===== src/rtl/vga_timing_sequencer.sv =====
// VGA raster timing generator: pixel tick at HCLK/2, frame-buffer fetch sequencing,
// and a 2-HCLK output pipeline that keeps HSYNC, VSYNC and RGB aligned.
`timescale 1ns/1ps
module vga_timing_sequencer #(
  parameter int H_VISIBLE = 640,
  parameter int H_FP      = 16,
  parameter int H_SYNC    = 96,
  parameter int H_BP      = 48,
  parameter int V_VISIBLE = 480,
  parameter int V_FP      = 10,
  parameter int V_SYNC    = 2,
  parameter int V_BP      = 33,
  parameter int ADDR_W    = 19
) (
  input  logic              HCLK,
  input  logic              HRESETn,
  input  logic              enable,
  input  logic [ADDR_W-1:0] cfg_base,
  output logic              fb_rd_en,
  output logic [ADDR_W-1:0] fb_addr,
  input  logic [7:0]        fb_rdata,
  output logic              HSYNC,
  output logic              VSYNC,
  output logic [7:0]        RGB,
  output logic              frame_done,
  output logic [15:0]       frame_count
);

  localparam int H_TOTAL = H_VISIBLE + H_FP + H_SYNC + H_BP;
  localparam int V_TOTAL = V_VISIBLE + V_FP + V_SYNC + V_BP;
  localparam int HW      = $clog2(H_TOTAL);
  localparam int VW      = $clog2(V_TOTAL);

  localparam logic [HW-1:0] H_LAST   = HW'(H_TOTAL - 1);
  localparam logic [VW-1:0] V_LAST   = VW'(V_TOTAL - 1);
  localparam logic [HW-1:0] H_VIS    = HW'(H_VISIBLE);
  localparam logic [VW-1:0] V_VIS    = VW'(V_VISIBLE);
  localparam logic [HW-1:0] HS_FIRST = HW'(H_VISIBLE + H_FP);
  localparam logic [HW-1:0] HS_LAST  = HW'(H_VISIBLE + H_FP + H_SYNC - 1);
  localparam logic [VW-1:0] VS_FIRST = VW'(V_VISIBLE + V_FP);
  localparam logic [VW-1:0] VS_LAST  = VW'(V_VISIBLE + V_FP + V_SYNC - 1);

  typedef enum logic {IDLE, RUN} state_t;

  state_t            state, state_nxt;
  logic              toggle;
  logic [HW-1:0]     h_cnt;
  logic [VW-1:0]     v_cnt;
  logic [ADDR_W-1:0] addr_ptr, addr_hold, cur_ptr;
  logic              visible_d, hs_n_d, vs_n_d;
  logic              tick, run_tick, visible, hs_n, vs_n, frame_end;

  assign tick      = toggle;
  // The tick that leaves IDLE already paints pixel (0,0) straight from cfg_base.
  assign run_tick  = tick && ((state == RUN) || enable);
  assign visible   = (h_cnt < H_VIS) && (v_cnt < V_VIS);
  assign hs_n      = !((h_cnt >= HS_FIRST) && (h_cnt <= HS_LAST));
  assign vs_n      = !((v_cnt >= VS_FIRST) && (v_cnt <= VS_LAST));
  assign frame_end = tick && (state == RUN) && (h_cnt == H_LAST) && (v_cnt == V_LAST);
  assign cur_ptr   = (state == IDLE) ? cfg_base : addr_ptr;

  assign fb_rd_en   = run_tick && visible;
  assign fb_addr    = fb_rd_en ? cur_ptr : addr_hold;
  assign frame_done = frame_end;

  // NOTE: sequential state uses non-blocking assignments so every register
  // samples pre-edge values regardless of the order the blocks are evaluated.
  always_ff @(posedge HCLK or negedge HRESETn) begin
    if (!HRESETn) state <= IDLE;
    else          state <= state_nxt;
  end

  // NOTE: the default assignment first guarantees no latch on any path.
  always_comb begin
    state_nxt = state;
    case (state)
      IDLE:    if (tick && enable)        state_nxt = RUN;
      RUN:     if (frame_end && !enable)  state_nxt = IDLE;
      default:                            state_nxt = IDLE;
    endcase
  end

  always_ff @(posedge HCLK or negedge HRESETn) begin
    if (!HRESETn) begin
      toggle      <= 1'b0;
      h_cnt       <= '0;
      v_cnt       <= '0;
      addr_ptr    <= '0;
      addr_hold   <= '0;
      frame_count <= '0;
    end else begin
      toggle <= ~toggle;
      if (run_tick) begin
        if (h_cnt == H_LAST) begin
          h_cnt <= '0;
          v_cnt <= (v_cnt == V_LAST) ? '0 : v_cnt + 1'b1;
        end else begin
          h_cnt <= h_cnt + 1'b1;
        end
        // Rebase once per frame; mid-frame cfg_base changes wait for this point.
        if (frame_end)    addr_ptr <= cfg_base;
        else if (visible) addr_ptr <= cur_ptr + 1'b1;
      end
      if (fb_rd_en)  addr_hold   <= cur_ptr;
      if (frame_end) frame_count <= frame_count + 16'd1;
    end
  end

  // Stage 1 captures on the tick; stage 2 fires on the following non-tick edge,
  // when fb_rdata for that tick's read is present.
  always_ff @(posedge HCLK or negedge HRESETn) begin
    if (!HRESETn) begin
      visible_d <= 1'b0;
      hs_n_d    <= 1'b1;
      vs_n_d    <= 1'b1;
      RGB       <= 8'h00;
      HSYNC     <= 1'b1;
      VSYNC     <= 1'b1;
    end else if (tick) begin
      visible_d <= run_tick && visible;
      hs_n_d    <= run_tick ? hs_n : 1'b1;
      vs_n_d    <= run_tick ? vs_n : 1'b1;
    end else begin
      RGB   <= visible_d ? fb_rdata : 8'h00;
      HSYNC <= hs_n_d;
      VSYNC <= vs_n_d;
    end
  end

endmodule


===== config.mk =====
export PLATFORM = sky130hd
export DESIGN_NAME = vga_timing_sequencer
export DESIGN_NICKNAME = d
export VERILOG_FILES = /design/src/rtl/vga_timing_sequencer.sv
export SDC_FILE = /design/constraint.sdc
export NUM_CORES = 1
export LEC_CHECK = 0
export CAP_MARGIN = 20
export CORE_ASPECT_RATIO = 0.9
export CORE_UTILIZATION = 30
export CTS_CLUSTER_SIZE = 8
export DETAILED_ROUTE_END_ITERATION = 10
export HOLD_SLACK_MARGIN = 0.08
export SLEW_MARGIN = 0
export SYNTH_ARGS = -nofsm -noshare
export SYNTH_HDL_FRONTEND = slang
export SYNTH_SLANG_ARGS = --single-unit

===== constraint.sdc =====
create_clock -name HCLK -period 7.3 [get_ports HCLK]
set_clock_uncertainty 0.15 [all_clocks]
set_input_delay 1.825 -clock HCLK [delete_from_list [all_inputs] [get_ports HCLK]]
set_output_delay 1.825 -clock HCLK [all_outputs]
set_load 0.03 [all_outputs]

==> impl_metrics.env <==
export IMPL_syn_to_final_growth_pct=28.0
export IMPL_setup_viol=0
export IMPL_fp_row_count=42
export IMPL_hold_viol_final=0
export IMPL_max_freq_mhz=161
export IMPL_path_class="primary input to primary output"
export IMPL_dpl_hpwl_mm=8.20
export IMPL_clockRootBuffer="clkbuf_16"
export IMPL_whs_ps=316
export IMPL_tns_ps=0
export IMPL_drv_cap=0
export IMPL_syn_cell_area_um2=4610
export IMPL_slew_headroom=0.397
export IMPL_synth_main_ff_cell="dfrtp_1"
export IMPL_cts_path_max_buffers=2
export IMPL_synth_nets=508
export IMPL_core_um2=14900
export IMPL_grt_max_degree=59
export IMPL_cts_sinks=89
export IMPL_end_kind="primary output"
export IMPL_synth_edf_count=0
export IMPL_ys_seq_area_frac=0.485
export IMPL_worst_ep_required_time_ps=5330
export IMPL_die_x_um=133
export IMPL_rsz0062_at_grt="false"
export IMPL_clk_pin_slew_worst_paths_ps=60
export IMPL_antenna_found_initial=1
export IMPL_maxSlewViolCount=0
export IMPL_initial_core_util=0.310
export IMPL_yosysUniqueCellTypes=57
export IMPL_cts_buffers=9
export IMPL_ioPinCount=77
export IMPL_p_total_w=0.00157
export IMPL_wirelength_mm=11.7
export IMPL_switching_power_w=0.000490
export IMPL_numPortBuffers=76
export IMPL_worstPathBufferInverterCount=4
export IMPL_grt_first_pass_wirelength_mm=19.4
export IMPL_status="finished, final reports clean"
export IMPL_worst_path_max_fanout=27
export IMPL_overflow=0
export IMPL_clockPowerShare=0.327
export IMPL_path_cells="clkdlybuf4s50_1 -> o21ai_0 -> nor2_1 -> nand3_1 -> buf_4 -> inv_1 -> clkdlybuf4s50_1"
export IMPL_die_area_um2=15900
export IMPL_hold_path_class="register to register"
export IMPL_die_y_um=120
export IMPL_drive_gt1_frac=0.0818
export IMPL_first_pass_iters=4
export IMPL_period_needed_ps=6200
export IMPL_grt_pass1_vias=3845
export IMPL_yosys_warnings=0
export IMPL_seqPwrFrac=0.413
export IMPL_ant_nets=0
export IMPL_period_share=0.850
export IMPL_critPathLaunchType="primary input"
export IMPL_cpMaxStageDelayCell="clkdlybuf4s50_1"
export IMPL_internal_power_w=0.00108
export IMPL_clock_latency_ps=350
export IMPL_irDropWorstVdd_mv=0.118
export IMPL_track_usage=0.158
export IMPL_cp_top_family="buffers and inverters"
export IMPL_nNetsFinal=581
export IMPL_tightest_slew_ps=901
export IMPL_post_cts_resized=0
export IMPL_async_flop_share=1.00
export IMPL_cpMostUsedCell="clkdlybuf4s50_1"
export IMPL_crit_arrival_ps=4230
export IMPL_comb_power_share=0.260
export IMPL_switching_share=0.312
export IMPL_synth_seq_cells=89
export IMPL_syn_inst=472
export IMPL_drt_initial_drc_count=266
export IMPL_avgSynthCellArea_um2=9.76
export IMPL_cts_hold_fix_buffers=0
export IMPL_cts_tree="built"
export IMPL_slowest_delay_ps=780
export IMPL_place_gp_congestion=0.845
export IMPL_power_density_nw_per_um2=266
export IMPL_vias=3786
export IMPL_drc=0
export IMPL_p_leak_nw=2.49
export IMPL_cts_setup_buffers=0
export IMPL_wire_per_inst_um=15.7
export IMPL_htreeDepth=3
export IMPL_via_per_inst=5.05
[path summary, 6_finish.rpt]
kind                       depth (start not counted)               to            start  slack (ps)
max reg2reg                                        7         v_cnt[4]            state        4020
min in group asynchronous                          1  frame_count[15]          HRESETn        1280
min reg2reg                                        1  frame_count[15]  frame_count[15]         320
max in group asynchronous                          2            state          HRESETn        4610
min                                                1  frame_count[15]  frame_count[15]         320
max                                                7         fb_rd_en           enable        1100
[worst register-to-register path, delay by kind of cell (launching register included)]
family                 cells  cell delay, ps
AO/OA/AOI/OAI              1             390
flip-flops                 1             330
buffers and inverters      1             510
AND/OR/NAND/NOR            5            1840
[final cells by class]
cell class / count / area (µm²)
multi-input cells: 350 / 2230
flip-flops and latches: 89 / 2230
repair buffers: 82 / 796
diodes: 1 / 2.50
fillers: 1455 / 8980
clock buffers: 11 / 253
inverters: 13 / 48.8
clock inverters: 5 / 77.6
well taps: 198 / 248
[power by group through the flow]
stage	Sequential, W	Clock (W)	Combinational, W
CTS	0.000648	0.000532	0.000412
global route	0.000658	0.000550	0.000450
floorplan	0.000642	0	0.000266
global placement	0.000652	0	0.000400
detailed placement	0.000656	0	0.000410
finish	0.000648	0.000513	0.000408
[metrics by stage]
stage                     instances   util  area, µm²  setup WS [ps]
final                           749  0.396       5890           1100
after global routing            749  0.396       5890            954
after CTS                       747  0.396       5890           1120
after detailed placement        731  0.374       5560           1120
after global placement          731  0.374       5560           1140
after floorplan                 472      -       4610           1940
[routing by layer]
layer  part of all wire  GRT usage
met2               0.46      0.242
met1               0.48      0.206
met3              0.043     0.0511
met4              0.017     0.0603
met5                  0          0
[layout by cell type (no fill, tap or decap), drive strengths merged, types with 3 or more instances in the layout]
| cell type | n |
|---|---|
| clkbuf | 12 |
| inv | 13 |
| o22ai | 12 |
| clkdlybuf4s50 | 73 |
| dfrtp | 85 |
| nor3 | 9 |
| a211oi | 6 |
| xnor2 | 25 |
| a22o | 8 |
| dfstp | 4 |
| and2 | 4 |
| nor4 | 3 |
| nand4 | 17 |
| mux2i | 16 |
| nand3 | 27 |
| buf | 8 |
| and3 | 8 |
| a22oi | 3 |
| nand3b | 6 |
| a21oi | 14 |
| nand4b | 5 |
| xor2 | 16 |
| nor2 | 34 |
| ha | 6 |
| nand2 | 60 |
| nor2b | 3 |
| o21ai | 31 |
| mux2 | 4 |
[Yosys cell counts (all sizes together) (3+ instances only)]
library cell | n | area share
nor3 | 9 | 0.0098
nand4 | 17 | 0.023
dfrtp | 85 | 0.46
nand2 | 60 | 0.049
nand3 | 27 | 0.030
ha | 6 | 0.016
o22ai | 12 | 0.016
clkbuf | 12 | 0.0098
o21ai | 31 | 0.034
and2 | 4 | 0.0054
nand4b | 5 | 0.0095
nor4 | 3 | 0.0054
a22o | 8 | 0.015
nor2b | 3 | 0.0041
mux2 | 4 | 0.0098
a211oi | 6 | 0.0098
nor2 | 34 | 0.028
xnor2 | 25 | 0.048
inv | 13 | 0.011
dfstp | 4 | 0.023
xor2 | 16 | 0.030
a21oi | 14 | 0.015
mux2i | 16 | 0.035
a22oi | 3 | 0.0049
nand3b | 6 | 0.0098
buf | 8 | 0.0098
and3 | 8 | 0.012
[sequential cells by signal (all words and copies together) (netlist names)]
name and cells:
state 1, h_cnt 10, HSYNC 1, vs_n_d 1
RGB 8, tick 1, v_cnt 10, VSYNC 1
frame_count 16, addr_ptr 19, addr_hold 19, visible_d 1
hs_n_d 1
[cell families (layout without fill, tap and decap cells)]
group,after synthesis,after routing,synth area share
compound gates,96,96,0.137
flops,89,89,0.485
other cells,0,1,0
buf+inv,33,111,0.0302
mux,20,20,0.0446
fa+ha+maj,6,6,0.0163
xor+xnor,41,41,0.0780
simple gates,187,187,0.209
No activity file was read; power rests on OpenSTA's default activity.
